===== config.mk =====
export PLATFORM = sky130hd
export DESIGN_NAME = mem_access_unit
export DESIGN_NICKNAME = d
export VERILOG_FILES = /design/src/rtl/mem_access_unit.sv
export SDC_FILE = /design/constraint.sdc
export NUM_CORES = 1
export LEC_CHECK = 0
export ABC_AREA = 1
export ABC_CLOCK_PERIOD_IN_PS = 3750
export CORE_MARGIN = 2
export CORE_UTILIZATION = 36
export DETAILED_ROUTE_END_ITERATION = 8
export PLACE_DENSITY = 0.68
export SETUP_SLACK_MARGIN = 0.5
export SYNTH_ARGS = -nofsm -noshare
export SYNTH_HDL_FRONTEND = slang
export SYNTH_SLANG_ARGS = --single-unit

===== constraint.sdc =====
create_clock -name clk -period 3.75 [get_ports clk]
set_clock_uncertainty 0.05 [all_clocks]
set_input_delay 0.75 -clock clk [delete_from_list [all_inputs] [get_ports clk]]
set_output_delay 0.75 -clock clk [all_outputs]
set_load 0.005 [all_outputs]

===== src/rtl/mem_access_unit.sv =====
// Load/store initiator between the CPU MEM stage and a word-addressed req/ack data bus.
// Checks alignment, drives byte enables and lane-replicated store data, and extends load data.
module mem_access_unit #(
  parameter int TIMEOUT = 15
) (
  input  logic        clk,
  input  logic        reset,
  input  logic        cpu_valid,
  input  logic        cpu_we,
  input  logic [1:0]  cpu_size,
  input  logic        cpu_unsigned,
  input  logic [31:0] cpu_addr,
  input  logic [31:0] cpu_wdata,
  output logic        cpu_ready,
  output logic        busy,
  output logic        cpu_done,
  output logic [31:0] cpu_rdata,
  output logic        cpu_exc,
  output logic [1:0]  cpu_exc_code,
  output logic        mem_req,
  output logic        mem_we,
  output logic [31:0] mem_addr,
  output logic [3:0]  mem_be,
  output logic [31:0] mem_wdata,
  input  logic        mem_ack,
  input  logic [31:0] mem_rdata
);

  typedef enum logic [1:0] {
    ST_IDLE = 2'd0,
    ST_REQ  = 2'd1,
    ST_DONE = 2'd2
  } state_t;

  localparam logic [1:0] EXC_NONE    = 2'd0;
  localparam logic [1:0] EXC_ADEL    = 2'd1;
  localparam logic [1:0] EXC_ADES    = 2'd2;
  localparam logic [1:0] EXC_TIMEOUT = 2'd3;
  localparam logic [7:0] CNT_LAST    = 8'(TIMEOUT - 1);

  state_t      state_q, state_d;
  logic        we_q, we_d;
  logic [1:0]  size_q, size_d;
  logic        uns_q, uns_d;
  logic [1:0]  lane_q, lane_d;
  logic [31:0] addr_q, addr_d;
  logic [3:0]  be_q, be_d;
  logic [31:0] wdata_q, wdata_d;
  logic [7:0]  cnt_q, cnt_d;
  logic        exc_q, exc_d;
  logic [1:0]  code_q, code_d;
  logic [31:0] rdata_q, rdata_d;

  // Request decode: size 3 behaves exactly like a word access.
  logic        req_half, req_byte, req_misaligned;
  logic [3:0]  req_be;
  logic [31:0] req_wdata;

  always_comb begin
    req_half       = (cpu_size == 2'd1);
    req_byte       = (cpu_size == 2'd2);
    req_misaligned = 1'b0;
    req_be         = 4'b1111;
    req_wdata      = cpu_wdata;
    if (req_byte) begin
      req_be    = 4'b0001 << cpu_addr[1:0];
      req_wdata = {4{cpu_wdata[7:0]}};
    end else if (req_half) begin
      req_be         = cpu_addr[1] ? 4'b1100 : 4'b0011;
      req_wdata      = {2{cpu_wdata[15:0]}};
      req_misaligned = cpu_addr[0];
    end else begin
      req_misaligned = (cpu_addr[1:0] != 2'b00);
    end
  end

  // Load extraction from the returned word, steered by the captured size/lane.
  logic [7:0]  rd_lane [4];
  logic [7:0]  byte_sel;
  logic [15:0] half_sel;
  logic [31:0] load_ext;

  genvar gi;
  generate
    for (gi = 0; gi < 4; gi++) begin : g_lane
      assign rd_lane[gi] = mem_rdata[8*gi +: 8];
    end
  endgenerate

  always_comb begin
    byte_sel = rd_lane[lane_q];
    half_sel = lane_q[1] ? mem_rdata[31:16] : mem_rdata[15:0];
    case (size_q)
      2'd1:    load_ext = {{16{~uns_q & half_sel[15]}}, half_sel};
      2'd2:    load_ext = {{24{~uns_q & byte_sel[7]}}, byte_sel};
      default: load_ext = mem_rdata;
    endcase
  end

  always_comb begin
    state_d = state_q;
    we_d    = we_q;
    size_d  = size_q;
    uns_d   = uns_q;
    lane_d  = lane_q;
    addr_d  = addr_q;
    be_d    = be_q;
    wdata_d = wdata_q;
    cnt_d   = cnt_q;
    exc_d   = exc_q;
    code_d  = code_q;
    rdata_d = rdata_q;
    case (state_q)
      ST_IDLE: begin
        if (cpu_valid) begin
          we_d   = cpu_we;
          size_d = cpu_size;
          uns_d  = cpu_unsigned;
          lane_d = cpu_addr[1:0];
          cnt_d  = 8'd0;
          if (req_misaligned) begin
            // Faulted requests leave the bus fields untouched: no traffic at all.
            exc_d   = 1'b1;
            code_d  = cpu_we ? EXC_ADES : EXC_ADEL;
            state_d = ST_DONE;
          end else begin
            addr_d  = {cpu_addr[31:2], 2'b00};
            be_d    = req_be;
            wdata_d = req_wdata;
            exc_d   = 1'b0;
            code_d  = EXC_NONE;
            state_d = ST_REQ;
          end
        end
      end
      ST_REQ: begin
        // Ack wins over timeout when both land in the last counted cycle.
        if (mem_ack) begin
          if (!we_q) begin
            rdata_d = load_ext;
          end
          cnt_d   = 8'd0;
          state_d = ST_DONE;
        end else if (cnt_q == CNT_LAST) begin
          exc_d   = 1'b1;
          code_d  = EXC_TIMEOUT;
          cnt_d   = 8'd0;
          state_d = ST_DONE;
        end else begin
          cnt_d = cnt_q + 8'd1;
        end
      end
      ST_DONE: begin
        exc_d   = 1'b0;
        code_d  = EXC_NONE;
        state_d = ST_IDLE;
      end
      default: begin
        state_d = ST_IDLE;
      end
    endcase
  end

  always_ff @(posedge clk) begin
    if (reset) begin
      state_q <= ST_IDLE;
      we_q    <= 1'b0;
      size_q  <= 2'd0;
      uns_q   <= 1'b0;
      lane_q  <= 2'd0;
      addr_q  <= 32'd0;
      be_q    <= 4'd0;
      wdata_q <= 32'd0;
      cnt_q   <= 8'd0;
      exc_q   <= 1'b0;
      code_q  <= EXC_NONE;
      rdata_q <= 32'd0;
    end else begin
      state_q <= state_d;
      we_q    <= we_d;
      size_q  <= size_d;
      uns_q   <= uns_d;
      lane_q  <= lane_d;
      addr_q  <= addr_d;
      be_q    <= be_d;
      wdata_q <= wdata_d;
      cnt_q   <= cnt_d;
      exc_q   <= exc_d;
      code_q  <= code_d;
      rdata_q <= rdata_d;
    end
  end

  assign cpu_ready    = (state_q == ST_IDLE);
  assign busy         = (state_q != ST_IDLE);
  assign cpu_done     = (state_q == ST_DONE);
  assign cpu_exc      = cpu_done & exc_q;
  assign cpu_exc_code = cpu_done ? code_q : EXC_NONE;
  assign cpu_rdata    = rdata_q;
  assign mem_req      = (state_q == ST_REQ);
  // Store flag only reaches the bus once a request has been issued.
  assign mem_we       = we_q & (be_q != 4'd0);
  assign mem_addr     = addr_q;
  assign mem_be       = be_q;
  assign mem_wdata    = wdata_q;

endmodule

==> summary.md <==
| Metric | Value |
|---|---|
| Status | `completed` |
| Top_reg_cell synth | `dfxtp_1` |
| DP Worst Slack | `between 1000 and 1500 ps` |
| Final Hold Fails | `0` |
| Global-route wire length before repair | `roughly 27 mm` |
| Synthesis-to-finish area growth | `51.3%` |
| # nets final | `between 1000 and 1500` |
| Cts hold-fix bufs | `0` |
| Final setup violation count | `0` |
| Cts repair resizes | `0` |
| I/O Pins | `212` |
| PD cells | `between 400 and 500 mW/mm^2` |
| Top cell type's share of synthesized area | `a little over two fifths` |
| Vias in the first global route | `about 5300` |
| Layout cells sized above 1 | `under 10%` |
| Final WL | `17.2 mm` |
| Largest net degree at the start of global routing | `between 60 and 70` |
| NetSw | `roughly 1000 uW` |
| Slowest stage delay, CP | `500 ps` |
| Number of max-cap violations | `0` |
| Leading cell types by count after synthesis | `nand2_1 (203), nor2_1 (125), dfxtp_1 (117)` |
| Type of the worst setup path | `reg -> out` |
| Clock power frac | `43.1%` |
| Post-DP HPWL | `12.1 mm` |
| Worst-Skew Late Latency | `410 ps` |
| Worst Hold Class | `reg -> reg` |
| Number of clock sinks | `117` |
| Avg Cell Area, Syn | `6.86 um^2` |
| Peak supply drop | `about 0.32 mV` |
| Async S/R FF share, synth | `0%` |
| Post-route insts no fill | `around 1200` |
| Period utilization | `between 60% and 70%` |
| Inst Count DP | `1145` |
| Crit path DAT | `around 1700 ps` |
| #FFs+latches synth | `~120` |
| Startpoint types | `flip-flop` |
| Grt ovf | `0` |
| Area leader, netlist | `dfxtp_1` |
| Antenna Violating Nets Remaining | `0` |
| Die Ht | `~130 um` |
| Fill cells | `1393` |
| Die width | `126 um` |
| EDFF count, synth | `0` |
| WP buf/inv | `3` |
| TritonRoute pass-1 iters | `5` |
| Syn. warnings | `0` |
| Number of diodes | `0` |
| Internal Power | `between 2 and 3 mW` |
| Routability cong. | `between 0.8 and 0.9` |
| CTS Buf Count | `17` |
| Via/cell ratio | `about 4.9` |
| Slew @ Worst Pin | `roughly 790 ps` |
| Static Leakage | `approximately 3.4 nW` |
| Critical-path maximum fanout | `4` |
| Sequential share of power | `about 37%` |
| Rel. slew slack | `between 40 and 50%` |
| Number of DRC markers in iteration 0 | `approximately 450` |
| CP required | `2950 ps` |
| Leading post-synthesis cells by cell area | `dfxtp_1 (43%), nand2_1 (14%), o21ai_0 (9.6%), nor2_1 (8.7%), a21oi_1 (7.4%)` |
| Synthesized cell area | `between 0.005 and 0.006 mm^2` |
| Cell with the most instances after synthesis | `nand2_1` |
| Most common cell on crit path | `inv_1` |
| RSZ-0062 raised after global routing | `no` |
| Clock buffer depth | `2` |
| Port Buffer Count | `209` |
| Fin crit period | `~2500 ps` |
| Clock root buffer | `clkbuf_16` |
| Antenna violations before repair | `0` |
| Setup ws final | `1280 ps` |
| Routed wire length per instance | `approximately 15 um` |
| Worst Setup End Kind | `output pin` |
| Max stage delay cell, worst path | `clkdlybuf4s50_1` |
| # DRC | `0` |
| Tot GR Track Use | `a little over a fifth` |
| Starting Density | `a little under two fifths` |
| Share of the yosys chip area belonging to registers | `approximately 43%` |
| Die area | `roughly 0.016 mm^2` |
| Post-route cell area | `slightly above 0.008 mm^2` |
| Cell family with most CP delay | `buffers and inverters` |
| H-tree depth | `4` |
| Max frequency | `405 MHz` |
| Max-slew violation count | `0` |
| Routed vias | `5747` |
| Core Rows | `between 40 and 50` |
| Sw frac | `about a quarter` |
| TritonCTS clock tree | `built` |
| Synth unique cells | `28` |
| Post-Place Cell Area | `0.00758 mm^2` |
| CP Cell Sequence | `inv_1 > ha_1 > inv_1 > clkdlybuf4s50_1` |
| Synthesized netlist cell count | `between 700 and 800` |
| Clock transition at the registers of the reported paths | `50 ps` |
| Setup_tns | `0 ps` |
| Post-CTS Setup Bufs | `0` |
| Area of the core | `0.0146 mm^2` |
| Gate power share | `19.8%` |
## path summary, 6_finish.rpt
| check | start | endpoint | slack [ps] | cells past startpoint |
|---|---|---|---|---|
| worst max-delay path | state_q[0]$_SDFFE_PP0P_ | busy | 1280 | 4 |
| worst min register to register | mem_wdata[23]$_SDFFE_PP0P_ | mem_wdata[23]$_SDFFE_PP0P_ | 410 | 2 |
| worst min-delay path | mem_wdata[23]$_SDFFE_PP0P_ | mem_wdata[23]$_SDFFE_PP0P_ | 410 | 2 |
| worst max register to register | size_q[0]$_SDFFE_PP0P_ | cpu_rdata[15]$_SDFFE_PP0P_ | 1590 | 7 |
## logic make-up after synthesis
logic type | share of synthesized area [%]
simple gates | 26.6
fa+ha+maj | 1.86
xor+xnor | 0.649
compound gates | 19.5
other cells | 0.0695
buf+inv | 7.84
flops | 43.4
## cell type report
cell class                      count  area, um^2  area share (%)
Multi-Input combinational cell    576        2630            32.3
Sequential cell                   117        2340            28.7
Tap cell                          184         230            2.82
Clock inverter                      9         126            1.55
Timing Repair Buffer              218        2180            26.8
Inverter                           50         188            2.30
Clock buffer                       23         458            5.61
## through the flow
stage,hold WS [ps],power [mW],utilization (%)
detailed placement,406,2.16,51.9
finish,413,3.76,56.0
floorplan,395,1.78,-
global placement,404,2.16,51.9
CTS,414,3.79,56.0
global route,436,3.94,56.0
## metal layers
layer  track usage, %  part of all wire, %  up-vias
met5                0                    0        -
met3             6.28                  8.0       22
met2             34.5                   46      220
met4             7.63                  1.6        0
li1                 -                    -     2916
met1             26.4                   45     2589
## cells in the final DEF, fill, tap and decap left out, types with 3 or more instances in the layout
cell / netlist / final
inv_1: 45 / 44
nand3_1: 16 / 16
ha_1: 8 / 8
a22oi_1: 5 / 5
clkdlybuf4s50_1: 0 / 209
bufinv_16: 0 / 3
nand2_1: 203 / 203
inv_2: 3 / 4
xor2_1: 4 / 4
a21oi_2: 10 / 10
nand2_2: 6 / 6
clkbuf_16: 0 / 17
dfxtp_1: 117 / 117
nor2_1: 125 / 125
a21oi_1: 80 / 80
clkbuf_1: 21 / 5
clkinv_2: 0 / 4
nand4_1: 3 / 3
buf_4: 4 / 7
o21ai_0: 103 / 103
## worst min-delay path: stages, from the launching register on
cell	delay, ps
dfxtp_1	300
nand2_1	60
a21oi_1	50
## registers in the layout (all words and copies together) (netlist names)
signal and count:
mem_addr 30, cpu_rdata 32, uns_q 1, size_q 2, we_q 1, code_q 2
lane_q 2, mem_be 4, state_q 2, exc_q 1, mem_wdata 32, cnt_q 8
## power groups by stage
stage          sequential (mW)  clock [mW]  combinational, mW
6_report                  1.40        1.62              0.743
2_1_floorplan             1.42           0              0.366
4_1_cts                   1.40        1.65              0.747
3_3_place_gp              1.42           0              0.739
3_5_place_dp              1.42           0              0.742
5_1_grt                   1.41        1.71              0.825
(Power assumes the default switching activity.)
